<file path="src/rtl/core_pipe_exec_bru.sv">
// Execute-stage branch resolution unit: resolves branches/jumps/system ops and requests a
// held fetch redirect on misprediction. Optional counters behind CORE_BRU_PERF_CNT_EN.
module core_pipe_exec_bru #(
  parameter int unsigned XLEN   = 64,
  parameter int unsigned IALIGN = 32
) (
  input  logic            g_clk,
  input  logic            g_reset,
  input  logic            new_instr,
  input  logic            valid,
  input  logic            cmp_eq,
  input  logic            cmp_lt,
  input  logic            cmp_ltu,
  input  logic [XLEN-1:0] pc,
  input  logic [XLEN-1:0] npc,
  input  logic [XLEN-1:0] rs1,
  input  logic [XLEN-1:0] offset,
  input  logic            op_beq,
  input  logic            op_bne,
  input  logic            op_blt,
  input  logic            op_bge,
  input  logic            op_bltu,
  input  logic            op_bgeu,
  input  logic            op_jal,
  input  logic            op_jalr,
  input  logic            op_ebrk,
  input  logic            op_ecall,
  input  logic            op_mret,
  input  logic            pred_taken,
  input  logic [XLEN-1:0] pred_target,
  output logic            cf_valid,
  input  logic            cf_ack,
  output logic [XLEN-1:0] cf_target,
  output logic [2:0]      new_op,
  output logic            rd_wen,
  output logic [XLEN-1:0] rd_wdata,
  output logic            trap_raise,
  output logic [6:0]      trap_cause,
  output logic            mispredict,
`ifdef CORE_BRU_PERF_CNT_EN
  output logic            finished,
  output logic [31:0]     perf_branches,
  output logic [31:0]     perf_mispredicts
`else
  output logic            finished
`endif
);

  typedef enum logic [1:0] {StIdle, StReq, StDone} state_e;

  state_e          state_q, state_d;
  logic [XLEN-1:0] target_q, target_d;

  logic            is_cond, is_jump, taken, misaligned, trap_int, redirect;
  logic [XLEN-1:0] raw_target, target, resolved_target;

  assign is_cond = op_beq | op_bne | op_blt | op_bge | op_bltu | op_bgeu;
  assign is_jump = op_jal | op_jalr;

  assign taken = is_jump
               | (op_beq  &  cmp_eq)  | (op_bne  & ~cmp_eq)
               | (op_blt  &  cmp_lt)  | (op_bge  & ~cmp_lt)
               | (op_bltu &  cmp_ltu) | (op_bgeu & ~cmp_ltu);

  assign raw_target      = (op_jalr ? rs1 : pc) + offset;
  assign target          = op_jalr ? {raw_target[XLEN-1:1], 1'b0} : raw_target;
  assign resolved_target = taken ? target : npc;

  if (IALIGN == 32) begin : g_align32
    assign misaligned = taken && (target[1:0] != 2'b00);
  end else begin : g_align16
    assign misaligned = taken && target[0];
  end

  assign trap_int = valid & (op_ebrk | op_ecall | misaligned);
  assign redirect = valid && !trap_int && !op_mret &&
                    ((taken != pred_taken) || (taken && (target != pred_target)));

  assign trap_raise = trap_int;
  assign mispredict = redirect;
  assign rd_wen     = valid & is_jump & ~trap_int;
  assign rd_wdata   = valid ? npc : '0;

  always_comb begin
    trap_cause = 7'd0;
    if (trap_int) begin
      if (op_ecall)     trap_cause = 7'd11;
      else if (op_ebrk) trap_cause = 7'd3;
      else              trap_cause = 7'd0;
    end
  end

  always_comb begin
    new_op = 3'd0;
    if (valid) begin
      if (trap_int)     new_op = 3'd3;
      else if (op_mret) new_op = 3'd4;
      else if (taken)   new_op = 3'd1;
      else if (is_cond) new_op = 3'd2;
    end
  end

  always_comb begin
    state_d   = state_q;
    target_d  = target_q;
    cf_valid  = 1'b0;
    cf_target = '0;
    unique case (state_q)
      StIdle: begin
        cf_valid  = redirect;
        cf_target = valid ? resolved_target : '0;
        if (redirect) begin
          target_d = resolved_target;
          state_d  = cf_ack ? StDone : StReq;
        end
      end
      StReq: begin
        // Held from the captured copy so the request is stable while inputs move.
        cf_valid  = 1'b1;
        cf_target = target_q;
        if (cf_ack) state_d = StDone;
      end
      StDone: ;
      default: state_d = StIdle;
    endcase
    if (new_instr) state_d = StIdle;
  end

  assign finished = valid && (trap_int || op_mret || !redirect ||
                              (cf_ack && (state_q != StDone)) || (state_q == StDone));

  always_ff @(posedge g_clk) begin
    if (g_reset) begin
      state_q  <= StIdle;
      target_q <= '0;
    end else begin
      state_q  <= state_d;
      target_q <= target_d;
    end
  end

`ifdef CORE_BRU_PERF_CNT_EN
  logic        counted_q, counted_d, count_en, done_entry;
  logic [31:0] perf_branches_q, perf_mispredicts_q;

  // A new_instr cycle may itself carry the instruction, so it both clears and re-arms the guard.
  assign count_en   = valid && (is_cond || is_jump) && (new_instr || !counted_q);
  assign counted_d  = new_instr ? count_en : (counted_q | count_en);
  assign done_entry = (state_q != StDone) && (state_d == StDone);

  always_ff @(posedge g_clk) begin
    if (g_reset) begin
      counted_q          <= 1'b0;
      perf_branches_q    <= 32'd0;
      perf_mispredicts_q <= 32'd0;
    end else begin
      counted_q <= counted_d;
      if (count_en && (perf_branches_q != 32'hFFFF_FFFF)) begin
        perf_branches_q <= perf_branches_q + 32'd1;
      end
      if (done_entry && (perf_mispredicts_q != 32'hFFFF_FFFF)) begin
        perf_mispredicts_q <= perf_mispredicts_q + 32'd1;
      end
    end
  end

  assign perf_branches    = perf_branches_q;
  assign perf_mispredicts = perf_mispredicts_q;
`endif

endmodule
</file>
<file path="config.mk">
export PLATFORM = sky130hd
export DESIGN_NAME = core_pipe_exec_bru
export DESIGN_NICKNAME = d
export VERILOG_FILES = /design/src/rtl/core_pipe_exec_bru.sv
export SDC_FILE = /design/constraint.sdc
export NUM_CORES = 1
export LEC_CHECK = 0
export ABC_AREA = 1
export CAP_MARGIN = 20
export CORE_MARGIN = 2
export CORE_UTILIZATION = 35
export CTS_CLUSTER_DIAMETER = 50
export DETAILED_ROUTE_END_ITERATION = 8
export DONT_BUFFER_PORTS = 1
export GPL_ROUTABILITY_DRIVEN = 0
export SLEW_MARGIN = 20
export SYNTH_ARGS = -nofsm -noshare
export SYNTH_HDL_FRONTEND = slang
export SYNTH_SLANG_ARGS = --single-unit
</file>
<file path="constraint.sdc">
create_clock -name g_clk -period 9.2 [get_ports g_clk]
set_input_delay 2.3 -clock g_clk [delete_from_list [all_inputs] [get_ports g_clk]]
set_output_delay 2.3 -clock g_clk [all_outputs]
set_load 0.01 [all_outputs]
</file>
==> key figures <==
Status
  • Status: completed

Route
  • DR iter-0 viols: approximately 1,400
  • DR DRC count: 0
  • Wirelength per Cell: around 19 um
  • Final WL: 57.93 mm
  • Vias per cell: between 5 and 6
  • ANT nets after route: 0
  • Drt first pass iters: 6
  • Via Count: 16,170

Pwr
  • Worst vdd ir: between 0.07 and 0.08 mV
  • Comb pwr share: roughly 58%
  • Switching Share: 50.26%
  • Switching Power: a little over 0.8 mW
  • Pleak: between 8 and 9 nW
  • Sequential power share: a little under a fifth
  • Cell Pwr Density: 120.3 nW/um^2
  • Cell Int Power: approximately 0.8 mW
  • Clock power frac: between 20 and 25%
  • Pwr Total: roughly 1.6 mW

Timing
  • RSZ-0062 raised after global routing: false
  • Max-slew violation count: 0
  • Crit share post-route: between 90 and 100%
  • Skew final: ~0.014 ns
  • Min cycle time layout: a little under 9 ns
  • Slew headroom: between 20 and 30%
  • Hold slack: slightly above 0.5 ns
  • Fmax: approximately 120 MHz
  • Setup-failing EPs final: 0
  • Hold Fails Final Rpt: 0
  • Final WS setup: 0.5569 ns
  • Slew of the pin with the lowest slew margin: around 1.1 ns
  • Setup TNS: 0 ns

Logic synthesis
  • Number of synthesized flops with an enable pin: 0
  • Most repeated cell in the gate-level netlist after synthesis: nand2_1
  • Post-synth ARST share: 0%
  • Synth warnings: 0
  • Cell area after synthesis: around 13,000 um^2
  • Synthesis-stage register bit count: between 60 and 70
  • Post-synth top area cell: nand2_1
  • Largest cells by area after synthesis: nand2_1, inv_1, dfxtp_1
  • Commonest cells in the netlist: nand2_1, inv_1, nor2_1
  • Mapped Cells: about 2,700
  • Count of different cell masters after synthesis: 40
  • Register area share after synthesis: 10.23%
  • Top FF cell, synth: dfxtp_1
  • Avg Cell Area, Syn: between 4 and 5 um^2
  • Yosys top cell area share: 33.30%

Layout
  • Proportion of layout cells with a drive suffix above 1: around 1.6%
  • Fin cells: 3,101
  • Layout Nets: just over 3,000
  • Final Util: a little under two fifths
  • Fin area: around 14,000 um^2
  • P&R area growth vs syn: 5.318%

Clock network
  • H-tree Lvls: 3
  • Clock-pin slew of the registers on the worst-case setup and hold paths: ~0.060 ns
  • TritonCTS Buffers: 9
  • CTS sink cnt: 66
  • CTS tree: yes
  • Clock root cell: clkbuf_16
  • Clk buf depth: 2
  • Worst-Skew Late Latency: about 0.36 ns

Critical path
  • Most common cell type on the critical path: nand2_1
  • Kind of critical path: in2out
  • CP max stage delay: around 0.26 ns
  • Worst EP arrival: between 6 and 7 ns
  • Worst Setup End Kind: primary output
  • Crit Path Max Fanout: 66
  • Slowest cell on the critical path: inv_4
  • CP Launch Type: input port
  • CP required: about 6.9 ns

Placement
  • Placed insts: 3,083
  • Post-DP Area: around 13,000 um^2
  • DPL Wire Length: roughly 48 mm
  • IO buf count: 0
  • Dpl ws: 0.4508 ns

Floorplan
  • Die Area: 38,460 um^2
  • Placeable Area: about 36,000 um^2
  • Die height: 196.1 um
  • Initial Util: 35.45%
  • IO Count: around 480
  • Die X: 196.1 um
  • FP Rows: 70

Global route
  • Overflow after GRT: 0
  • Gr usage total: ~29%
  • Largest net degree at the start of global routing: between 90 and 100
  • First-pass GRT wire length: approximately 86 mm
  • Vias in the first global route: between 15,000 and 20,000
  • Initial antenna violation count: 1

Worst hold path
  • HP Class: reg2reg

Run
  • MaxCap Viol Count: 0
[routing by layer]
metal	up-vias	global-route usage [%]	routed length [um]
met3	137	8.045	5830
met5	-	0	43
met2	835	50.74	26830
li1	8062	-	-
met1	7131	33.17	22230
met4	2	14.51	3005
[cells by family (layout without fill, tap and decap cells)]
family                     after synthesis  after routing  synth area share, %
DFF                                     66             66                10.23
and+or+nand+nor                       1675           1675                52.53
buffers and inverters                  622            568                18.52
xor gates and xnor gates                30             30                2.906
other                                    1              6              0.02903
AOI/OAI and AO/OA                      224            224                9.531
adders and majority gates               64             64                6.257
[final timing paths]
path         slack, ns            to          from  cells after the start
max               0.56      finished       op_jalr                     26
min               0.51  target_q[25]  target_q[25]                      4
max reg2reg       6.98   target_q[9]    state_q[0]                      6
min reg2reg       0.51  target_q[25]  target_q[25]                      4
[registers in the layout (all words and copies together), names as in the netlist]
register,count
state_q,2
target_q,64
[placed cells by master, fill, tap and decap left out, drive strengths merged, types with 3 or more instances in the layout]
master  synthesis  routed
a21o            3       3
a21oi          70      70
a31oi          11      11
buf            24       9
clkbuf         55       9
clkinv          2       5
conb            1       4
dfxtp          66      66
ha             63      63
inv           541     542
nand2        1148    1148
nand3         198     198
nand3b         10      10
nand4          52      52
nor2          242     242
nor3           12      12
nor4            6       6
o21ai          85      85
o21bai         10      10
o22ai          43      43
or2             5       5
xnor2           5       5
xnor3           6       6
xor2           17      17
[final cells by class]
cell class,instances,area [um^2]
diodes,2,5.005
flip-flops and latches,66,1321
fillers,4208,22830
inverters,543,2041
clock buffers,9,225.2
multi-input cells,1997,9244
clock inverters,7,102.6
well taps,468,585.6
repair buffers,9,80.08
[worst max-delay path, delay by kind of cell]
kind,cells,cell delay (ns)
and+or+nand+nor,20,2.74
adders and majority gates,2,0.49
AOI/OAI and AO/OA,1,0.09
buffers and inverters,3,0.61
[repair_timing]
item                       in CTS  in global routing
hold buffers                    0                  0
resized for setup               0                  3
setup endpoints to repair       0                  2
setup buffers                   0                  0
[power by group through the flow]
| stage | Combinational (mW) | Sequential [mW] | Clock [mW] |
|---|---|---|---|
| finish | 0.945 | 0.295 | 0.395 |
| floorplan | 0.670 | 0.301 | 0 |
| global route | 1.05 | 0.296 | 0.417 |
| detailed placement | 0.930 | 0.302 | 0 |
| CTS | 0.934 | 0.295 | 0.402 |
| global placement | 0.916 | 0.302 | 0 |
Power figures use the tool's default switching activity.
